===== src/rtl/delay_sched.sv =====
// Frame scheduler for the shared DELAY datapath: for each codec channel it
// reads state from RAM, loads and steps DELAY, then writes the result back.
module delay_sched #(
    parameter int NCH  = 32,
    parameter int CH_W = 5
) (
    input  logic            clk,
    input  logic            reset,
    input  logic            enable,
    input  logic            frame_sync,
    output logic            mem_rd_req,
    input  logic            mem_rd_ack,
    output logic            mem_wr_req,
    input  logic            mem_wr_ack,
    output logic [CH_W-1:0] ch_addr,
    output logic            dly_load,
    output logic            dly_en,
    output logic            busy,
    output logic            done,
    output logic            overrun,
    input  logic            clr_overrun,
    input  logic            scan_in0,
    input  logic            scan_in1,
    input  logic            scan_in2,
    input  logic            scan_in3,
    input  logic            scan_in4,
    input  logic            scan_enable,
    input  logic            test_mode,
    output logic            scan_out0,
    output logic            scan_out1,
    output logic            scan_out2,
    output logic            scan_out3,
    output logic            scan_out4
);

    typedef enum logic [2:0] {IDLE, RD, LOAD, UPD, WR, DONE} state_t;

    localparam logic [CH_W-1:0] LAST_CH = CH_W'(NCH - 1);

    state_t          r_state;
    state_t          w_next;
    logic [CH_W-1:0] r_ch;
    logic            r_overrun;
    logic            w_unused;

    always_ff @(posedge clk or negedge reset) begin
        if (!reset) r_state <= IDLE;
        else        r_state <= w_next;
    end

    always_comb begin
        w_next = r_state;
        case (r_state)
            IDLE:    if (frame_sync && enable) w_next = RD;
            RD:      if (mem_rd_ack) w_next = LOAD;
            LOAD:    w_next = UPD;
            UPD:     w_next = WR;
            WR:      if (mem_wr_ack) w_next = (r_ch == LAST_CH) ? DONE : RD;
            DONE:    w_next = IDLE;
            default: w_next = IDLE;
        endcase
    end

    // Channel index wraps to 0 as the last write completes, so DONE/IDLE sit at 0.
    always_ff @(posedge clk or negedge reset) begin
        if (!reset) begin
            r_ch <= '0;
        end else if (r_state == IDLE && w_next == RD) begin
            r_ch <= '0;
        end else if (r_state == WR && mem_wr_ack) begin
            r_ch <= (r_ch == LAST_CH) ? '0 : r_ch + 1'b1;
        end
    end

    // A frame strobe that arrives while busy wins over a same-cycle clear.
    always_ff @(posedge clk or negedge reset) begin
        if (!reset)                              r_overrun <= 1'b0;
        else if (frame_sync && r_state != IDLE)  r_overrun <= 1'b1;
        else if (clr_overrun)                    r_overrun <= 1'b0;
    end

    assign mem_rd_req = (r_state == RD);
    assign mem_wr_req = (r_state == WR);
    assign dly_load   = (r_state == LOAD);
    assign dly_en     = (r_state == UPD);
    assign busy       = (r_state != IDLE);
    assign done       = (r_state == DONE);
    assign ch_addr    = r_ch;
    assign overrun    = r_overrun;

    // Scan chains are inserted at synthesis; RTL holds the outputs low.
    assign scan_out0 = 1'b0;
    assign scan_out1 = 1'b0;
    assign scan_out2 = 1'b0;
    assign scan_out3 = 1'b0;
    assign scan_out4 = 1'b0;
    assign w_unused  = &{1'b0, scan_in0, scan_in1, scan_in2, scan_in3, scan_in4,
                         scan_enable, test_mode};

endmodule


===== config.mk =====
export PLATFORM = sky130hd
export DESIGN_NAME = delay_sched
export DESIGN_NICKNAME = d
export VERILOG_FILES = /design/src/rtl/delay_sched.sv
export SDC_FILE = /design/constraint.sdc
export NUM_CORES = 1
export LEC_CHECK = 0
export BUFFER_PORTS_ARGS = -buffer_cell sky130_fd_sc_hd__buf_2
export CORE_UTILIZATION = 35
export DETAILED_ROUTE_END_ITERATION = 6
export GPL_TIMING_DRIVEN = 0
export HOLD_SLACK_MARGIN = 0.02
export PLACE_DENSITY = 0.67
export SLEW_MARGIN = 20
export SYNTH_ARGS = -nofsm -noshare
export SYNTH_HDL_FRONTEND = slang
export SYNTH_SLANG_ARGS = --single-unit

===== constraint.sdc =====
create_clock -name clk -period 5.2 [get_ports clk]
set_input_delay 0 -clock clk [delete_from_list [all_inputs] [get_ports clk]]
set_output_delay 0 -clock clk [all_outputs]
set_load 0.02 [all_outputs]

# Word-level counts from Yosys, hierarchy flattened
# Cells that the tools add are included.
[word_totals]
register_bits = 9
output_inout_bits = 17
latch_bits = 0
ramBits = 0
elab_cells = 29
romBits = 0
n_memories = 0
[op_classes]
n_mul = 0
div_mod_pow = 0
shift = 0
muxes = 10
n_reduce_logical = 8
bitwise_logic = 0
eq_ne = 7
n_lt_le_gt_ge = 0
n_addsub = 1
[ops]
columns = ["operator", "n"]
rows = [
  ["2-to-1 mux 5 bit", 3],
  ["one-hot mux 3 bit (5 select lines)", 1],
  ["2-to-1 mux 3 bit", 4],
  ["equality test 3 x 1 -> 1 bit, second input constant", 2],
  ["equality test 3 x 2 -> 1 bit, second input constant", 2],
  ["equality test 3 bit, second input constant", 2],
  ["adder 5 x 1 -> 5 bit, second input constant", 1],
  ["equality test 5 bit, second input constant", 1],
  ["logical AND 1 bit", 4],
  ["nonzero test 2 bit", 2],
  ["logical NOT 3 bit", 1],
  ["nonzero test 3 bit", 1],
  ["2-to-1 mux 1 bit", 2],
]

# Depth between registers and ports, before layout
[logic_depth]
depth_word = 7
ltp_mapped = 6
mapped_depth_nobuf = 6

# Least setup slack after synthesis
# OpenSTA, ideal clock, no wires.
[synth_timing]
path_type = "register -> register"
from = "reg r_ch[0] (netlist: ch_addr[0])"
to = "reg r_ch[3] (netlist: ch_addr[3])"
t_arrival_ps = 1734
required_time_ps = 5122
setup_time_ps = 78
path_slack_ps = 3388
path_buffers = 0
stages_incl_launch_ff = 6
synth_period_minus_slack_ps = 1812
path_cell_list = "dfrtp_1 ha_1 and3_1 ha_1 or4_1 a21oi_1"
[synth_via]
elab_chain_len = 7
elab_cells_between_ends = 11
classes_between = "add/sub (1); eq/ne (2); mux (6); reduce/logical (2)"
[synth_rtl]
columns = ["item", "line_no", "rtl"]
rows = [
  ["from (decl)", "42", "logic [CH_W-1:0] r_ch;"],
  ["from (signal assigned)", "71", "r_ch <= (r_ch == LAST_CH) ? '0 : r_ch + 1'b1;"],
  ["equality test 5 bit", "58, 71", ""],
  ["2-to-1 mux 3 bit (2 in a row)", "58", "WR: if (mem_wr_ack) w_next = (r_ch == LAST_CH) ? DONE : RD;"],
  ["one-hot mux 3 bit (5 select lines)", "53", "case (r_state)"],
  ["equality test 3 x 1 -> 1 bit", "68", "end else if (r_state == IDLE && w_next == RD) begin"],
  ["logical AND 1 bit", "68", ""],
  ["2-to-1 mux 5 bit or nonzero test 2 bit (tied branches)", "n/a", ""],
]
# Several ways; a longest one is shown, not always the timed one. The select of a mux whose other input is x is not followed.
# A chain may end at the register's enable or synchronous reset.

# Worst setup path after layout
[layout_timing]
from = "reg r_ch[0] (netlist: ch_addr[0])"
to = "reg r_ch[2] (netlist: ch_addr[2])"
# Same word-level chain as after synthesis.

==> flow_summary.json <==
{
  "status": "complete, no violations",
  "timing.final.crit_share": 0.351,
  "pin_count": 31,
  "cts_sinks": 9,
  "place_congestion": 0.670,
  "row_count": 13,
  "dp_hpwl_um": 730,
  "drt-pass1-iter-count": 4,
  "layout-drive-gt1-share": 0.337,
  "cp_data_arrival_time_ns": 2.03,
  "final_cells": 98,
  "post_cts_resized": 0,
  "start_util": 0.385,
  "vdd_drop_max_mv": 0.206,
  "viasPerCell": 4.65,
  "initialDrtViolationCount": 2,
  "syn_inst": 53,
  "path_max_fanout": 6,
  "cts_buffers": 3,
  "rsz0062_at_grt": "no",
  "grt_overflow": 0,
  "die_width_um": 40.3,
  "io_buffers": 18,
  "cts-root-buf": "clkbuf_4",
  "fmax_mhz": 548,
  "yosys_warnings": 0,
  "final_common_cell": "buf_2",
  "worstSkewPairLatency_ns": 0.27,
  "setup_ws_ns": 3.37,
  "synth-seq-area-share": 0.439,
  "layout_common_cells": "buf_2 (19), dfrtp_1 (9), buf_4 (5), conb_1 (5)",
  "clk_path_buf_depth": 2,
  "fin_crit_ns": 1.83,
  "diodes": 0,
  "final_cell_area_um2": 704,
  "placed_area_um2": 637,
  "syn-cell-area_um2": 513,
  "vias": 456,
  "grt_max_degree": 10,
  "wl_um": 991,
  "cts_tree": "yes",
  "ant_nets": 0,
  "final-setup-viol-count": 0,
  "antenna_found_initial": 0,
  "dieArea_um2": 1620,
  "p_per_area_nw_per_um2": 410,
  "p_leak_nw": 0.421,
  "grt_pass1_vias": 382,
  "grt_pass1_wl_um": 1500,
  "grt_use_total": 0.151,
  "synth-seq-cells": 9,
  "dp_cells": 90,
  "htreeDepth": 1,
  "nNetsFinal": 100,
  "dp_worst_setup_slack_ns": 3.38,
  "ctsHoldBuffers": 4,
  "hold_violations": 0,
  "postSynthAreaPerCell_um2": 9.68,
  "cp-start-kind": "flop",
  "ys_types": 23,
  "post_cts_buffers": 0,
  "drv_cap": 0,
  "crit_type": "reg2reg",
  "clkSlewWorstSetupHoldPaths_ns": 0.07,
  "fin_skew_ns": 0.0149,
  "drc": 0,
  "fin_tns_setup_ns": 0,
  "critPathCaptureType": "flop",
  "worstPathRequired_ns": 5.40,
  "fp.dieH_um": 40.3,
  "synth_area_leaders": "dfrtp_1 (44%), buf_4 (7.3%), ha_1 (4.9%), nor3b_1 (4.4%), a21oi_1 (3.9%)",
  "core_um2": 1330,
  "synth_top_area_share": 0.439,
  "area_growth_pct": 37.3,
  "fin_util": 0.528,
  "hold_path_class": "in2reg",
  "post_drt_wl_per_cell_um": 10.1,
  "slew_viol_final": 0,
  "yosysTopAreaCell": "dfrtp_1"
}
## stage by stage
stage	hold WS (ns)	total power, mW
after floorplan	-0.296	0.190
after global placement	-0.137	0.226
after detailed placement	-0.141	0.228
after CTS	0.0363	0.293
after global routing	0.0390	0.310
final	0.0364	0.289
## routing by layer
metal  global-route usage  vias up  wire length (um)
met3               0.0667        4                47
met5                    0        -                 0
met2                0.210       12               455
met4                0.125        0                29
met1                0.178      204               458
li1                     -      236                 -
## final cells by class
type / instances / area (um^2)
clock buffer: 3 / 22.5
tap: 15 / 18.8
sequential: 9 / 225
buffer: 6 / 42.5
timing repair buffer: 22 / 130
clock inverter: 1 / 5.00
inverter: 2 / 7.51
fill: 132 / 629
multi-input combinational: 40 / 253
## synth_stat cells
cell and instances:
or4b_1 1, mux2i_1 2, nor2_1 4, ha_1 2, a21oi_1 4, nand4bb_1 1
and3_1 1, or3_1 2, conb_1 1, a31oi_1 1, nand3b_1 1, a21o_1 2
nand3_1 1, and3b_1 2, buf_2 1, buf_4 5, nand2b_1 1, o21ai_0 3
nor3b_1 3, dfrtp_1 9, or4_1 1, inv_1 2, nand2_1 3
## logic make-up (layout without fill, tap and decap cells)
kind of cell	count (synthesis)	after routing	synth area share
flip-flops	9	9	0.439
AO/OA/AOI/OAI	10	10	0.110
AND/OR/NAND/NOR	21	21	0.259
adder cells (fa/ha/maj)	2	2	0.0488
multiplexers	2	2	0.0390
buffers and inverters	8	34	0.0976
other	1	5	0.00731
## sequential cells by signal, summed over array words and instances (netlist names)
name and flops:
ch_addr 5, r_state 3, overrun 1
## report_power, final
part | switching (mW) | internal (mW)
Combinational | 0.0723 | 0.0543
Sequential | 0.0195 | 0.0871
Clock | 0.0272 | 0.0284
## final timing paths
path / start / end / slack [ns] / cells past startpoint
worst max-delay path: ch_addr[0]$_DFFE_PN0P_ / ch_addr[2]$_DFFE_PN0P_ / 3.37 / 5
worst min-delay path: mem_wr_ack / r_state[2]$_DFF_PN0_ / 0.04 / 3
worst max register to register: ch_addr[0]$_DFFE_PN0P_ / ch_addr[2]$_DFFE_PN0P_ / 3.37 / 5
worst min register to register: ch_addr[4]$_DFFE_PN0P_ / ch_addr[4]$_DFFE_PN0P_ / 0.56 / 2
max in group asynchronous: reset / ch_addr[4]$_DFFE_PN0P_ / 4.91 / 2
min in group asynchronous: reset / ch_addr[3]$_DFFE_PN0P_ / 0.09 / 2
## worst max-delay path, cell delays in order, from the launching register on
cell     delay [ns]
dfrtp_1        0.42
ha_1           0.24
and3_1         0.19
ha_1           0.23
or4b_1         0.51
a21oi_1        0.17
Power figures use the tool's default switching activity.
